==> config.mk <==
export PLATFORM = sky130hd
export DESIGN_NAME = load_store_unit
export DESIGN_NICKNAME = d
export VERILOG_FILES = /design/src/rtl/lsu_defs.sv /design/src/rtl/lsu_align.sv /design/src/rtl/load_store_unit.sv
export SDC_FILE = /design/constraint.sdc
export NUM_CORES = 1
export LEC_CHECK = 0
export ABC_AREA = 1
export BUFFER_PORTS_ARGS = -buffer_cell sky130_fd_sc_hd__buf_2
export CELL_PAD_IN_SITES_DETAIL_PLACEMENT = 0
export CELL_PAD_IN_SITES_GLOBAL_PLACEMENT = 1
export CORE_ASPECT_RATIO = 0.75
export CORE_UTILIZATION = 31
export CTS_CLUSTER_DIAMETER = 30
export DETAILED_ROUTE_END_ITERATION = 10
export PLACE_DENSITY_LB_ADDON = 0.1
export SKIP_CTS_REPAIR_TIMING = 1
export SLEW_MARGIN = 10
export SYNTH_ARGS = -nofsm -noshare
export SYNTH_HDL_FRONTEND = slang
export SYNTH_HIERARCHICAL = 1
export SYNTH_SLANG_ARGS = --single-unit
==> constraint.sdc <==
create_clock -name clk -period 2.5 [get_ports clk]
set_input_delay 0.375 -clock clk [delete_from_list [all_inputs] [get_ports clk]]
set_output_delay 0.375 -clock clk [all_outputs]
set_load 0.1 [all_outputs]
==> src/rtl/lsu_defs.sv <==
// Shared definitions for the load/store unit: states, funct3 encodings, lane masks.
package lsu_defs;

    localparam int unsigned XLEN = 32;

    typedef enum logic [1:0] {
        ST_IDLE = 2'd0,
        ST_REQ  = 2'd1,
        ST_DONE = 2'd2
    } lsu_state_e;

    typedef enum logic [2:0] {
        F3_LB  = 3'b000,
        F3_LH  = 3'b001,
        F3_LW  = 3'b010,
        F3_LBU = 3'b100,
        F3_LHU = 3'b101
    } ld_funct3_e;

    typedef enum logic [2:0] {
        F3_SB = 3'b000,
        F3_SH = 3'b001,
        F3_SW = 3'b010
    } st_funct3_e;

    // Access size lives in funct3[1:0].
    localparam logic [1:0] SZ_B = 2'b00;
    localparam logic [1:0] SZ_H = 2'b01;
    localparam logic [1:0] SZ_W = 2'b10;

    localparam logic [3:0] BE_BYTE    = 4'b0001;
    localparam logic [3:0] BE_HALF_LO = 4'b0011;
    localparam logic [3:0] BE_HALF_HI = 4'b1100;
    localparam logic [3:0] BE_WORD    = 4'b1111;

    // Access captured at acceptance and held for the whole transaction.
    typedef struct packed {
        logic            we;
        logic [2:0]      funct3;
        logic [XLEN-1:0] addr;
        logic [3:0]      be;
        logic [XLEN-1:0] wdata;
    } lsu_req_t;

endpackage

==> src/rtl/lsu_align.sv <==
// Byte-lane steering, alignment check and load extension (purely combinational).
module lsu_align
    import lsu_defs::*;
(
    input  logic [2:0]      funct3,
    input  logic            is_store,
    input  logic [1:0]      addr_lo,
    input  logic [XLEN-1:0] wdata,
    input  logic [XLEN-1:0] rdata,
    output logic [3:0]      be,
    output logic [XLEN-1:0] wdata_lane,
    output logic [XLEN-1:0] rdata_ext,
    output logic            misaligned
);

    logic [1:0]      size;
    logic [XLEN-1:0] shifted;

    assign size    = funct3[1:0];
    assign shifted = rdata >> {addr_lo, 3'b000};

    // Lane mask, replicated store data, extended load data and legality per size.
    always_comb begin
        be         = '0;
        wdata_lane = '0;
        rdata_ext  = '0;
        misaligned = 1'b0;
        case (size)
            SZ_B: begin
                be         = BE_BYTE << addr_lo;
                wdata_lane = {4{wdata[7:0]}};
                rdata_ext  = funct3[2] ? {24'b0, shifted[7:0]}
                                       : {{24{shifted[7]}}, shifted[7:0]};
            end
            SZ_H: begin
                be         = addr_lo[1] ? BE_HALF_HI : BE_HALF_LO;
                wdata_lane = {2{wdata[15:0]}};
                rdata_ext  = funct3[2] ? {16'b0, shifted[15:0]}
                                       : {{16{shifted[15]}}, shifted[15:0]};
                misaligned = addr_lo[0];
            end
            SZ_W: begin
                be         = BE_WORD;
                wdata_lane = wdata;
                rdata_ext  = shifted;
                misaligned = (addr_lo != 2'b00);
            end
            default: misaligned = 1'b1;
        endcase
        // Stores have no unsigned variants.
        if (is_store && funct3[2]) begin
            misaligned = 1'b1;
        end
    end

endmodule

==> src/rtl/load_store_unit.sv <==
// RV32I memory-access stage: accepts one load/store, runs the dmem req/ack handshake.
module load_store_unit
    import lsu_defs::*;
#(
    parameter int unsigned TIMEOUT = 16
) (
    input  logic            clk,
    input  logic            rst_n,
    input  logic            ex_valid,
    input  logic            ex_mem_read,
    input  logic            ex_mem_write,
    input  logic [2:0]      ex_funct3,
    input  logic [XLEN-1:0] ex_addr,
    input  logic [XLEN-1:0] ex_wdata,
    output logic            lsu_busy,
    output logic            lsu_done,
    output logic [XLEN-1:0] lsu_rdata,
    output logic            lsu_misaligned,
    output logic            lsu_bus_err,
    output logic            dmem_req,
    output logic            dmem_we,
    output logic [XLEN-1:0] dmem_addr,
    output logic [3:0]      dmem_be,
    output logic [XLEN-1:0] dmem_wdata,
    input  logic [XLEN-1:0] dmem_rdata,
    input  logic            dmem_ack
);

    localparam int unsigned CNT_W = (TIMEOUT > 1) ? $clog2(TIMEOUT) : 1;
    localparam int unsigned LAST  = (TIMEOUT > 0) ? TIMEOUT - 1 : 0;

    lsu_state_e      state_q, state_d;
    lsu_req_t        req_q, req_d;
    logic [CNT_W-1:0] cnt_q, cnt_d;
    logic [XLEN-1:0] rdata_q, rdata_d;
    logic            mis_q, mis_d;
    logic            berr_q, berr_d;

    logic            accept;
    logic            conflict;
    logic            timeout_hit;
    logic            in_idle;
    logic            in_req;
    logic            in_done;

    logic [2:0]      al_funct3;
    logic            al_store;
    logic [1:0]      al_addr_lo;
    logic [3:0]      al_be;
    logic [XLEN-1:0] al_wdata;
    logic [XLEN-1:0] al_rdata;
    logic            al_mis;

    assign in_idle     = (state_q == ST_IDLE);
    assign in_req      = (state_q == ST_REQ);
    assign in_done     = (state_q == ST_DONE);
    assign accept      = rst_n & in_idle & ex_valid & (ex_mem_read | ex_mem_write);
    assign conflict    = ex_mem_read & ex_mem_write;
    assign timeout_hit = (TIMEOUT != 0) && (cnt_q == CNT_W'(LAST));

    // The aligner sees the incoming access while idle and the held access otherwise.
    assign al_funct3  = in_idle ? ex_funct3    : req_q.funct3;
    assign al_store   = in_idle ? ex_mem_write : req_q.we;
    assign al_addr_lo = in_idle ? ex_addr[1:0] : req_q.addr[1:0];

    lsu_align u_align (
        .funct3     (al_funct3),
        .is_store   (al_store),
        .addr_lo    (al_addr_lo),
        .wdata      (ex_wdata),
        .rdata      (dmem_rdata),
        .be         (al_be),
        .wdata_lane (al_wdata),
        .rdata_ext  (al_rdata),
        .misaligned (al_mis)
    );

    // State and datapath registers.
    always_ff @(posedge clk) begin
        if (!rst_n) begin
            state_q <= ST_IDLE;
            req_q   <= '0;
            cnt_q   <= '0;
            rdata_q <= '0;
            mis_q   <= 1'b0;
            berr_q  <= 1'b0;
        end else begin
            state_q <= state_d;
            req_q   <= req_d;
            cnt_q   <= cnt_d;
            rdata_q <= rdata_d;
            mis_q   <= mis_d;
            berr_q  <= berr_d;
        end
    end

    // Next-state logic: accept/fault in IDLE, wait for ack or timeout in REQ, one-cycle DONE.
    always_comb begin
        state_d = state_q;
        req_d   = req_q;
        cnt_d   = cnt_q;
        rdata_d = rdata_q;
        mis_d   = mis_q;
        berr_d  = berr_q;
        case (state_q)
            ST_IDLE: begin
                if (accept) begin
                    req_d.we     = ex_mem_write;
                    req_d.funct3 = ex_funct3;
                    req_d.addr   = ex_addr;
                    req_d.be     = al_be;
                    req_d.wdata  = ex_mem_write ? al_wdata : '0;
                    cnt_d        = '0;
                    rdata_d      = '0;
                    mis_d        = 1'b0;
                    berr_d       = 1'b0;
                    if (conflict) begin
                        berr_d  = 1'b1;
                        state_d = ST_DONE;
                    end else if (al_mis) begin
                        mis_d   = 1'b1;
                        state_d = ST_DONE;
                    end else begin
                        state_d = ST_REQ;
                    end
                end
            end
            ST_REQ: begin
                if (dmem_ack) begin
                    if (!req_q.we) begin
                        rdata_d = al_rdata;
                    end
                    state_d = ST_DONE;
                end else if (timeout_hit) begin
                    berr_d  = 1'b1;
                    state_d = ST_DONE;
                end else begin
                    cnt_d = cnt_q + CNT_W'(1);
                end
            end
            ST_DONE: begin
                rdata_d = '0;
                mis_d   = 1'b0;
                berr_d  = 1'b0;
                state_d = ST_IDLE;
            end
            default: state_d = ST_IDLE;
        endcase
    end

    // Output decode from registered state; everything is zero outside its owning state.
    assign lsu_busy       = ~in_idle | accept;
    assign lsu_done       = in_done;
    assign lsu_rdata      = in_done ? rdata_q : '0;
    assign lsu_misaligned = in_done & mis_q;
    assign lsu_bus_err    = in_done & berr_q;
    assign dmem_req       = in_req;
    assign dmem_we        = in_req & req_q.we;
    assign dmem_addr      = in_req ? {req_q.addr[XLEN-1:2], 2'b00} : '0;
    assign dmem_be        = in_req ? req_q.be : '0;
    assign dmem_wdata     = in_req ? req_q.wdata : '0;

endmodule

==> metrics.md <==
| Metric | Value |
|---|---|
| Status | finished, final reports clean |
| First DRT Iteration DRCs | 580 |
| Worst Setup End Kind | output port |
| CP cell instances | inv_1, ha_4, buf_12, nand2_1, clkinvlp_4, buf_2 |
| Horiz. Die Dim | 172.3 um |
| Syn Inst Count | 1104 |
| Worst Clk Skew | 0.009251 ns |
| Grt met3 use | 4.610% |
| GRT met1 Usage | 28.62% |
| Drt total wl | 21.77 mm |
| RSZ-0062 raised after global routing | false |
| Worst-path clk slew | 0.08 ns |
| Max incr delay on CP | 0.41 ns |
| Endpoints failing hold | 0 |
| Synth cell types | 33 |
| Clock Path Buffers | 2 |
| I/O Pins | 211 |
| Placed cell count | 1563 |
| CTS Root Cell | clkbuf_16 |
| Area of the multi-input gates | 3426 um2 |
| H-Tree Depth | 3 |
| Tmin final | 2.336 ns |
| Yosys warns | 6 |
| Biggest area consumer among synthesized cells | dfxtp_1 |
| Slew margin rel. | 47.60% |
| Buffers added on ports | 208 |
| Met2 GRT Util | 28.94% |
| Critical path required time | 2.12 ns |
| Layout Cells excl Fill | 1582 |
| Initial antenna violation count | 2 |
| Fill count | 2285 |
| Crit-path slowest cell | buf_2 |
| Area contributors post-synth | dfxtp_1 33%, nand2_1 21%, inv_1 9.7% |
| Grt total ovfl | 0 |
| PD cells | 963.2 nW/um2 |
| Period utilisation layout | 93.45% |
| Slew at the pin closest to its max-slew limit | 0.7849 ns |
| DR vias | 7104 |
| # DRC | 0 |
| Die Ht | 129.7 um |
| CORE AREA | 21240 um2 |
| Clk sinks | 112 |
| Post-Syn Area | 6743 um2 |
| Vias in the first global route | 6366 |
| Endpoints failing setup | 0 |
| Power Total | 9171 uW |
| CP max FO | 25 |
| Hpwl dp | 15.83 mm |
| Crit path DAT | 1.96 ns |
| Syn avg cell area | 6.108 um2 |
| Register area | 2242 um2 |
| Grt peak-use layer | met2 |
| Post-route ant nets | 0 |
| DR vias/cell | 4.491 |
| Die area | 22350 um2 |
| Share of cells above drive strength 1 | 30.75% |
| Wirelength per Cell | 13.76 um |
| CTS tree | built |
| Area grow syn2layout | 41.21% |
| CTS Buf Count | 9 |
| Initial Util | 31.75% |
| Placer Congestion | 0.9016 |
| Register area share after synthesis | 33.25% |
| DRT Pass-1 Iters | 5 |
| Worst skew pair latency | 0.36 ns |
| Yosys top cell area share | 33.25% |
| Leakage | 0.004115 uW |
| #FFs+latches synth | 112 |
| Final Max Tran Viols | 0 |
| Worst Hold Class | input pin to register |
| Crit Path Class | register to output port |
| Largest net degree at the start of global routing | 77 |
| Final setup TNS | 0 ns |
| Worst Setup Start Kind | register |
| Tot GR Track Use | 19.57% |
| Nets | 1396 |
| Max cap viols | 0 |
| First-pass GRT wire length | 33.81 mm |
| Worst IR drop on VDD | 0.4606 mV |
| Fmax achieved | 428.0 MHz |
| Std cell rows | 46 |
## critical path, delay by kind of cell (launching register included)
| kind | cells | cell delay (ns) |
|---|---|---|
| adders and majority gates | 1 | 0.32 |
| buffers and inverters | 4 | 0.84 |
| DFF | 1 | 0.32 |
| and+or+nand+nor | 1 | 0.11 |
## per-layer routing
layer  wire length (um)  vias to the layer above
met2               9041                      235
met3               1544                       14
li1                   -                     3721
met4                206                        0
met5                  0                        -
met1              10970                     3134
## final cells by class
class                      count  share of cell area [%]
clock buffer                   9                   2.365
inverter                     181                   10.68
antenna                        3                 0.07884
clock inverter                 7                  0.5913
multi-input combinational    740                   35.98
timing repair buffer         242                   22.97
tap                          288                   3.784
sequential                   112                   23.55
## cell usage in the layout (no fill, tap or decap), types with 2 or more instances in the layout
master and count:
a21oi_2 10, nand4_1 3, inv_1 84, buf_4 30
dfxtp_1 112, buf_12 60, o211ai_1 9, inv_2 6
ha_1 2, clkbuf_16 9, nor2_4 4, a21oi_1 32
nand2_1 384, nor2_8 2, diode_2 3, nor2_2 2
o21ai_1 17, clkinvlp_4 93, o21ai_2 2, a31oi_1 7
buf_2 152, nand3_2 12, ha_4 2, conb_1 2
o21ai_0 80, nand2_2 3, nand3_1 70, nor2_1 90
## report_power, final
group | switching [uW] | internal, uW | total [uW]
Sequential | 192 | 2160 | 2350
Combinational | 3760 | 1620 | 5390
Clock | 741 | 689 | 1430
Total | 4690 | 4480 | 9170
## cells in the mapped netlist
| cell type | instances |
|---|---|
| a21oi_1 | 32 |
| a21oi_2 | 10 |
| a31oi_1 | 7 |
| buf_1 | 2 |
| buf_2 | 26 |
| buf_4 | 18 |
| buf_6 | 7 |
| buf_8 | 1 |
| clkbuf_1 | 18 |
| clkinv_1 | 1 |
| conb_1 | 1 |
| dfxtp_1 | 112 |
| ha_1 | 5 |
| inv_1 | 174 |
| inv_2 | 6 |
| nand2_1 | 384 |
| nand2_2 | 3 |
| nand2_4 | 1 |
| nand3_1 | 70 |
| nand3_2 | 12 |
| nand3_4 | 1 |
| nand4_1 | 3 |
| nor2_1 | 90 |
| nor2_2 | 2 |
| nor2_4 | 4 |
| nor2_8 | 2 |
| o211ai_1 | 9 |
| o21ai_0 | 83 |
| o21ai_1 | 16 |
| o21bai_4 | 1 |
| o22ai_2 | 1 |
| o31ai_2 | 1 |
| xor2_1 | 1 |
## state kept, by name, summed over array words and instances, names as in the netlist
name / count
berr_q: 1
cnt_q: 4
mis_q: 1
rdata_q: 32
req_q: 72
state_q: 2
## through the flow
| stage | util [%] | hold slack [ns] | worst slack, ns | area, um2 |
|---|---|---|---|---|
| finish | 44.83 | 0.2156 | 0.1637 | 9522 |
| global route | 44.80 | 0.2035 | 0.07947 | 9514 |
| CTS | 44.72 | 0.1996 | 0.09115 | 9498 |
| detailed placement | 43.40 | 0.4442 | 0.1116 | 9216 |
| global placement | 43.40 | 0.4430 | 0.1588 | 9216 |
| floorplan | - | 0.4246 | 0.01477 | 7089 |
## cell families (layout without fill, tap and decap cells)
group / count (synthesis) / count (layout) / share of synthesized area [%]
adders and majority gates: 5 / 5 / 0.9278
DFF: 112 / 112 / 33.25
xor gates and xnor gates: 1 / 1 / 0.1299
buffers and inverters: 253 / 439 / 16.52
other: 1 / 5 / 0.05562
and+or+nand+nor: 572 / 572 / 35.80
AOI/OAI and AO/OA: 160 / 160 / 13.32
## path summary, 6_finish.rpt
kind	from	depth (start not counted)	slack (ns)	end
min reg2reg	req_q[68]	2	0.45	req_q[68]
max	state_q[1]	6	0.16	dmem_wdata[17]
max reg2reg	state_q[1]	15	0.29	rdata_q[18]
min	ex_addr[2]	3	0.22	req_q[38]
Note: power is estimated with default switching activity, not from simulation.
